## src/rtl/instruction_fetch.sv

```systemverilog
// Sequential instruction fetch unit. It owns the PC, holds Address for RD_WAIT
// cycles, and captures Data. It offers the word to decode over valid/ready,
// redirects on taken branches, and parks in DONE at END_PC.
module instruction_fetch #(
    parameter int unsigned RD_WAIT  = 2,
    parameter logic [63:0] RESET_PC = 64'h0,
    parameter logic [63:0] END_PC   = 64'h60
) (
    input  logic        CLK,
    input  logic        Reset,
    output logic [63:0] Address,
    input  logic [31:0] Data,
    output logic [31:0] InstrOut,
    output logic [63:0] InstrPC,
    output logic        InstrValid,
    input  logic        InstrReady,
    input  logic        BranchTake,
    input  logic [63:0] BranchTarget,
    output logic        Done,
    output logic [15:0] FetchCount
);

    typedef enum logic [1:0] {
        ST_WAIT,
        ST_HOLD,
        ST_DONE
    } state_t;

    // Counter value on the cycle whose closing edge samples Data.
    localparam logic [3:0] CNT_LAST = 4'(RD_WAIT - 1);

    state_t      state_q, state_d;
    logic [63:0] pc_q, pc_d;
    logic [3:0]  cnt_q, cnt_d;
    logic [31:0] instr_q, instr_d;
    logic [63:0] instr_pc_q, instr_pc_d;
    logic        valid_q, valid_d;
    logic        done_q, done_d;
    logic [15:0] fetch_count_q, fetch_count_d;

    logic [63:0] pc_plus4;
    logic [63:0] branch_pc;
    logic        accept;

    // The low target bits are architecturally ignored; redirects are word aligned.
    logic unused_target_bits;
    assign unused_target_bits = ^BranchTarget[1:0];

    // Next-state logic: redirect overrides the wait/handshake sequencing, but a
    // word accepted in the same cycle as a redirect is still counted.
    always_comb begin
        // NOTE: every _d starts from its _q, so no path through this block can infer a latch.
        state_d       = state_q;
        pc_d          = pc_q;
        cnt_d         = cnt_q;
        instr_d       = instr_q;
        instr_pc_d    = instr_pc_q;
        valid_d       = valid_q;
        done_d        = done_q;
        fetch_count_d = fetch_count_q;

        pc_plus4  = pc_q + 64'd4;
        branch_pc = {BranchTarget[63:2], 2'b00};
        accept    = (state_q == ST_HOLD) && valid_q && InstrReady;

        if (accept) begin
            fetch_count_d = fetch_count_q + 16'd1;
        end

        if (BranchTake) begin
            pc_d    = branch_pc;
            cnt_d   = 4'd0;
            valid_d = 1'b0;
            if (branch_pc >= END_PC) begin
                state_d = ST_DONE;
                done_d  = 1'b1;
            end else begin
                state_d = ST_WAIT;
                done_d  = 1'b0;
            end
        end else begin
            case (state_q)
                ST_WAIT: begin
                    cnt_d = cnt_q + 4'd1;
                    if (cnt_q == CNT_LAST) begin
                        instr_d    = Data;
                        instr_pc_d = pc_q;
                        valid_d    = 1'b1;
                        state_d    = ST_HOLD;
                    end
                end
                ST_HOLD: begin
                    if (accept) begin
                        valid_d = 1'b0;
                        pc_d    = pc_plus4;
                        cnt_d   = 4'd0;
                        if (pc_plus4 >= END_PC) begin
                            state_d = ST_DONE;
                            done_d  = 1'b1;
                        end else begin
                            state_d = ST_WAIT;
                        end
                    end
                end
                ST_DONE: begin
                    valid_d = 1'b0;
                    done_d  = 1'b1;
                end
                default: begin
                    state_d = ST_WAIT;
                end
            endcase
        end
    end

    // State and output registers with asynchronous clear.
    always_ff @(posedge CLK or posedge Reset) begin
        if (Reset) begin
            state_q       <= ST_WAIT;
            pc_q          <= RESET_PC;
            cnt_q         <= 4'd0;
            instr_q       <= 32'd0;
            instr_pc_q    <= 64'd0;
            valid_q       <= 1'b0;
            done_q        <= 1'b0;
            fetch_count_q <= 16'd0;
        end else begin
            // NOTE: non-blocking so every flop updates from the same pre-edge values.
            state_q       <= state_d;
            pc_q          <= pc_d;
            cnt_q         <= cnt_d;
            instr_q       <= instr_d;
            instr_pc_q    <= instr_pc_d;
            valid_q       <= valid_d;
            done_q        <= done_d;
            fetch_count_q <= fetch_count_d;
        end
    end

    assign Address    = pc_q;
    assign InstrOut   = instr_q;
    assign InstrPC    = instr_pc_q;
    assign InstrValid = valid_q;
    assign Done       = done_q;
    assign FetchCount = fetch_count_q;

endmodule
```

## config.mk

```make
export PLATFORM = sky130hd
export DESIGN_NAME = instruction_fetch
export DESIGN_NICKNAME = d
export VERILOG_FILES = /design/src/rtl/instruction_fetch.sv
export SDC_FILE = /design/constraint.sdc
export NUM_CORES = 1
export LEC_CHECK = 0
export BUFFER_PORTS_ARGS = -buffer_cell sky130_fd_sc_hd__buf_4
export CORE_ASPECT_RATIO = 0.9
export CORE_MARGIN = 3
export CORE_UTILIZATION = 53
export CTS_CLUSTER_SIZE = 25
export DETAILED_ROUTE_END_ITERATION = 12
export GPL_TIMING_DRIVEN = 0
export PLACE_DENSITY = 0.79
export SLEW_MARGIN = 20
export SYNTH_ARGS = -nofsm -noshare
export SYNTH_HDL_FRONTEND = slang
export SYNTH_SLANG_ARGS = --single-unit
```

## constraint.sdc

```tcl
create_clock -name CLK -period 6.93 [get_ports CLK]
set_input_delay 0.693 -clock CLK [delete_from_list [all_inputs] [get_ports CLK]]
set_output_delay 0.693 -clock CLK [all_outputs]
set_load 0.01 [all_outputs]
```

==> impl_metrics.env, run 1 <==
export IMPL_outcome="completed"
export IMPL_worstMarginPinSlew_ps=1120
export IMPL_yosys_warnings=0
export IMPL_p_int_mw=1.74
export IMPL_switching_share_pct=29.0
export IMPL_final_cells=1524
export IMPL_slew_headroom_pct=24.6
export IMPL_synth_commonest_cells="180 x dfrtp_1, 121 x nand2_1, 91 x mux2_2"
export IMPL_pwr_share_clk_pct=39.8
export IMPL_async_flop_share_pct=100
export IMPL_num_vias=8992
export IMPL_r2r_end="Done"
export IMPL_ioPinCount=278
export IMPL_max_clock_freq_ghz=0.245
export IMPL_die_y_microns=134
export IMPL_first_iter_violations=1091
export IMPL_topRoutingLayerUsed="met4"
export IMPL_reg2reg_depth=9
export IMPL_powerDensity_nw_per_um2=195
export IMPL_gr_total_overflow=0
export IMPL_avgRoutedWirePerCell_microns=20.3
export IMPL_coreArea_sq_um=17700
export IMPL_synth_cell_types=62
export IMPL_critical_path_arrival_ps=4380
export IMPL_cts_tree="built"
export IMPL_setup_viol_count_final=0
export IMPL_cp_start_kind="flop"
export IMPL_rsz0062_at_grt="no"
export IMPL_finish_utilization_pct=71.0
export IMPL_gp_congestion=0.966
export IMPL_clock_sinks=180
export IMPL_numCtsBuffers=17
export IMPL_grt_max_degree=100
export IMPL_postRouteAntennaNets=0
export IMPL_clk_pin_slew_ps=70
export IMPL_syn_avg_cell_area_sq_um=9.84
export IMPL_design_area_sq_um=12600
export IMPL_wl_met3_microns=3180
export IMPL_power_switching_mw=0.712
export IMPL_post_cts_buffers=0
export IMPL_worstHoldPathType="input pin to asynchronous set/reset pin"
export IMPL_p_leak_nw=5.81
export IMPL_synthTopCellsByArea="dfrtp_1 47%, mux2_2 11%, xnor2_1 5.8%"
export IMPL_end_kind="flop"
export IMPL_startpoint="Address[17]"
export IMPL_dominantRegCellSynth="dfrtp_1"
export IMPL_yosysMostFrequentCell="dfrtp_1"
export IMPL_maxCapViolations=0
export IMPL_cp_max_fo=9
export IMPL_clkLatencyLatePin_ps=440
export IMPL_reg2reg_from="Address[17]"
export IMPL_endpoint="Done"
export IMPL_synth_top_area_share_pct=46.9
export IMPL_syn_area_sq_um=9610
export IMPL_dp_worst_setup_slack_ps=3130
export IMPL_final_hold_viol_count=0
export IMPL_ir_drop_uv=177
export IMPL_cts_root_buf="clkbuf_16"
export IMPL_cts_max_level=4
export IMPL_syn_to_final_growth_pct=30.9
export IMPL_grt_pass1_vias=8622
export IMPL_port_buffers=271
export IMPL_die_w_microns=148
export IMPL_num_rows=46
export IMPL_start_util_pct=54.2
export IMPL_whs_ps=324
export IMPL_synth_edf_count=0
export IMPL_synth_seq_area_share_pct=46.9
export IMPL_cts_buffer_depth=2
export IMPL_first_pass_iters=5
export IMPL_skew_ps=12.1
export IMPL_syn_inst=977
export IMPL_dp_hpwl_microns=23200
export IMPL_layout_drive_gt1_share_pct=33.1
export IMPL_dpl_instance_area_sq_um=12000
export IMPL_die_area_sq_um=19800
export IMPL_antenna_found_initial=0
export IMPL_criticalPathCategory="flop to flop"
export IMPL_diodes=0
export IMPL_period_share_pct=58.9
export IMPL_min_period_ps=4080
export IMPL_placed_cells=1492
export IMPL_fin_ws_ps=2850
export IMPL_grt_pass1_wl_microns=48200
export IMPL_cts_resized=0
export IMPL_seqPwrFrac_pct=46.0
export IMPL_finalPower_mw=2.45
export IMPL_wl_met2_microns=14000
export IMPL_drc_errors=0
export IMPL_synth_seq_cells=180
export IMPL_reg2reg_slack_ps=2850
export IMPL_wl_microns=30900
export IMPL_slew_viol_final=0
export IMPL_setup_tns_ps=0
export IMPL_synth_top_cell_by_area="dfrtp_1"
export IMPL_layout_nets=1378
export IMPL_wl_met1_microns=12800
export IMPL_comb_power_share_pct=14.2
export IMPL_crit_required_ps=7230
export IMPL_track_usage_pct=31.1
export IMPL_postCtsHoldBufs=0
export IMPL_vias_per_cell=5.90
==> critical path, cell delays in order, from the launching register on <==
cell	delay, ps
dfrtp_1	360
clkbuf_1	340
nand4_1	290
nor4_1	970
nand3_1	500
o32a_1	460
nor4_1	330
nand4_1	190
nor4_2	370
o22ai_1	130
==> power by group through the flow <==
stage                     registers [mW]  logic [mW]  clock network [mW]
final                               1.13       0.349               0.977
after global routing                1.13       0.378                1.03
after CTS                           1.13       0.345               0.983
after detailed placement            1.15       0.342                   0
after global placement              1.15       0.335                   0
after floorplan                     1.15       0.166                   0
==> layer usage <==
metal / track usage (%) / up-vias
li1: - / 4072
met1: 43.9 / 4363
met2: 47.6 / 486
met3: 7.59 / 71
met4: 10.4 / 0
met5: 0 / -
==> worst min path at each step <==
| stage | from | end | slack, ps | cells after the start |
|---|---|---|---|---|
| 5_1_grt | Reset | InstrPC[2] | 380 | 2 |
| 6_report | Reset | InstrPC[4] | 320 | 2 |
| 2_1_floorplan | FetchCount[15] | FetchCount[15] | 500 | 1 |
| 3_3_place_gp | FetchCount[15] | FetchCount[15] | 460 | 1 |
| 3_5_place_dp | InstrPC[7] | InstrPC[7] | 470 | 2 |
| 4_1_cts | Reset | InstrOut[26] | 360 | 2 |
==> layout by cell type (no fill, tap or decap), types with 3 or more instances in the layout <==
cell / count
nand2_1: 121
nor4_2: 3
o31a_1: 4
o31ai_1: 3
nor2_1: 45
buf_2: 13
xnor2_1: 64
buf_4: 278
inv_1: 18
ha_1: 7
nand4_1: 53
o21ai_0: 77
nor4_1: 39
and3_1: 17
o21bai_1: 3
a21oi_1: 10
and2_1: 4
o2111ai_1: 3
nand3_1: 36
xor2_1: 31
and4_1: 9
conb_1: 4
mux2i_1: 5
nor3b_1: 4
or4_1: 3
dfrtp_1: 180
nand2b_1: 6
clkbuf_1: 60
clkbuf_16: 17
nor3_1: 22
inv_8: 4
o22ai_1: 3
mux2_2: 91
==> sequential cells by signal (all words and copies together), names as in the netlist <==
register,count
FetchCount,16
Address,62
InstrOut,32
Done,1
InstrValid,1
InstrPC,62
state_q,2
cnt_q,4
==> cell families (layout without fill, tap and decap cells) <==
logic type | after synthesis | after routing | synth area share (%)
DFF | 180 | 180 | 46.9
adders and majority gates | 7 | 7 | 0.911
AOI/OAI and AO/OA | 127 | 127 | 8.14
and+or+nand+nor | 373 | 373 | 19.8
xor gates and xnor gates | 95 | 95 | 8.66
buffers and inverters | 98 | 402 | 4.35
other | 1 | 4 | 0.0390
muxes | 96 | 96 | 11.2
==> final cells by class <==
cell class,instances,area (sq um)
clock buffers,20,437
multi-input cells,702,4710
clock inverters,12,143
well taps,240,300
fillers,1382,5140
inverters,19,78.8
repair buffers,272,2060
flip-flops and latches,180,4500
plain buffers,79,347
No activity file was read; power rests on OpenSTA's default activity.
==> inputs of run 2 (changes only) <==
--- a/config.mk
+++ b/config.mk
@@ -8,11 +8,11 @@
 export BUFFER_PORTS_ARGS = -buffer_cell sky130_fd_sc_hd__buf_4
 export CORE_ASPECT_RATIO = 0.9
 export CORE_MARGIN = 3
-export CORE_UTILIZATION = 53
+export CORE_UTILIZATION = 48
 export CTS_CLUSTER_SIZE = 25
 export DETAILED_ROUTE_END_ITERATION = 12
 export GPL_TIMING_DRIVEN = 0
-export PLACE_DENSITY = 0.79
+export PLACE_DENSITY = 0.76
 export SLEW_MARGIN = 20
 export SYNTH_ARGS = -nofsm -noshare
 export SYNTH_HDL_FRONTEND = slang
==> constraint.sdc (replaced) <==
create_clock -name CLK -period 3.5 [get_ports CLK]
set_input_delay 0.35 -clock CLK [delete_from_list [all_inputs] [get_ports CLK]]
set_output_delay 0.35 -clock CLK [all_outputs]
set_load 0.01 [all_outputs]
==> run 2 against run 1 <==
Net effect: flip-flop and latch count is the same; sequential share of layout area fell by 0.72 points; core utilization fell by 4.8 points; worst hold slack got worse by 200 ps; highest routed layer unchanged; critical endpoint unchanged; cell area grew 2.1%; clock power increased by 100%.
==> impl_metrics.env, run 2 (same netlist as run 1, synthesis figures left out) <==
export IMPL_ir_drop_uv=313
export IMPL_cp_start_kind="flop"
export IMPL_ioPinCount=278
export IMPL_gr_total_overflow=0
export IMPL_hold_path_end="Address[3]"
export IMPL_die_w_microns=155
export IMPL_final_hold_viol_count=0
export IMPL_cts_buffer_depth=2
export IMPL_cts_max_level=4
export IMPL_finish_utilization_pct=66.2
export IMPL_gp_congestion=0.953
export IMPL_grt_max_degree=34
export IMPL_postRouteAntennaNets=0
export IMPL_num_vias=8978
export IMPL_drc_errors=0
export IMPL_clock_sinks=180
export IMPL_die_y_microns=140
export IMPL_layout_drive_gt1_share_pct=35.0
export IMPL_setup_tns_ps=0
export IMPL_clkLatencyLatePin_ps=440
export IMPL_rsz0062_at_grt="no"
export IMPL_num_rows=48
export IMPL_holdPathStages=3
export IMPL_skew_ps=9.30
export IMPL_setup_viol_count_final=0
export IMPL_hp_start="BranchTarget[3]"
export IMPL_startpoint="Address[23]"
export IMPL_slew_headroom_pct=45.7
export IMPL_maxCapViolations=0
export IMPL_clk_pin_slew_ps=70
export IMPL_syn_to_final_growth_pct=33.7
export IMPL_nFillCells=1581
export IMPL_reg2reg_from="Address[23]"
export IMPL_end_kind="flop"
export IMPL_period_share_pct=94.3
export IMPL_antenna_found_initial=0
export IMPL_fin_ws_ps=199
export IMPL_whs_ps=125
export IMPL_min_period_ps=3300
export IMPL_numCtsBuffers=17
export IMPL_layout_commonest_cell="buf_4"
export IMPL_dp_worst_setup_slack_ps=-357
export IMPL_finalPower_mw=4.95
export IMPL_reg2reg_slack_ps=200
export IMPL_start_util_pct=49.5
export IMPL_powerDensity_nw_per_um2=385
export IMPL_crit_required_ps=3800
export IMPL_r2r_end="Done"
export IMPL_max_clock_freq_ghz=0.303
export IMPL_worstMarginPinSlew_ps=807
export IMPL_criticalPathCategory="flop to flop"
export IMPL_design_area_sq_um=12800
export IMPL_dp_hpwl_microns=24600
export IMPL_first_iter_violations=1028
export IMPL_layout_common_cells="286 x buf_4, 179 x dfrtp_1, 121 x nand2_1"
export IMPL_coreArea_sq_um=19400
export IMPL_reg2reg_depth=10
export IMPL_port_buffers=271
export IMPL_layout_nets=1384
export IMPL_vias_per_cell=5.83
export IMPL_grt_pass1_vias=8855
export IMPL_diodes=0
export IMPL_first_pass_iters=8
export IMPL_cts_tree="built"
export IMPL_dpl_instance_area_sq_um=12100
export IMPL_wl_microns=32100
export IMPL_critical_path_arrival_ps=3600
export IMPL_cp_max_fo=9
export IMPL_p_leak_nw=5.97
export IMPL_grt_pass1_wl_microns=49700
export IMPL_track_usage_pct=29.0
export IMPL_cts_root_buf="clkbuf_16"
export IMPL_worstHoldPathType="input pin to flop"
export IMPL_die_area_sq_um=21800
export IMPL_final_cells=1540
export IMPL_outcome="completed"
export IMPL_placed_cells=1507
export IMPL_slew_viol_final=0
export IMPL_avgRoutedWirePerCell_microns=20.8
## run 2: final cells by class
type	instances	area [sq um]	area share [%]
Multi-Input combinational cell	702	4790	37.3
Sequential cell	180	4510	35.1
Buffer	71	324	2.52
Tap cell	250	313	2.44
Clock buffer	19	443	3.45
Timing Repair Buffer	286	2220	17.3
Inverter	19	75.1	0.584
Clock inverter	13	166	1.30
## run 2: worst max path at each step
stage | endpoint | slack [ps] | cells after the start
floorplan | Done | 410 | 10
global placement | Done | -390 | 9
detailed placement | Done | -360 | 9
CTS | Done | 40 | 10
global route | Address[33] | 1 | 11
finish | Done | 200 | 10
## run 2: report_power, final
| part | switching (mW) | leakage (nW) | total, mW | internal [mW] |
|---|---|---|---|---|
| Combinational | 0.393 | 3.29 | 0.699 | 0.306 |
| Sequential | 0.111 | 2.39 | 2.25 | 2.14 |
| Clock | 0.897 | 0.297 | 2.00 | 1.10 |
| Total | 1.40 | 5.97 | 4.95 | 3.55 |
## run 2: repair_timing
item,in CTS,in global routing
hold buffers,1,0
endpoints found under the hold margin,8,0
pin swaps,0,6
setup endpoints to repair,3,3
setup buffers,0,8
resized for setup,7,15
## run 2: layer usage
| metal | track usage, % | up-vias | wire length, microns |
|---|---|---|---|
| li1 | - | 4080 | - |
| met2 | 45.4 | 449 | 14900 |
| met4 | 9.57 | 0 | 911 |
| met5 | 0 | - | 0 |
| met3 | 6.80 | 62 | 2660 |
| met1 | 40.1 | 4387 | 13600 |
## run 2: worst max-delay path: stages (launching register included)
cell and delay (ps):
dfrtp_1 360, clkbuf_1 330, nand2_1 200, nor4_4 480, and3_1 220, clkbuf_1 320, mux2_2 380, a221oi_1 240
nand4_1 190, nor4_4 320, o22ai_1 120
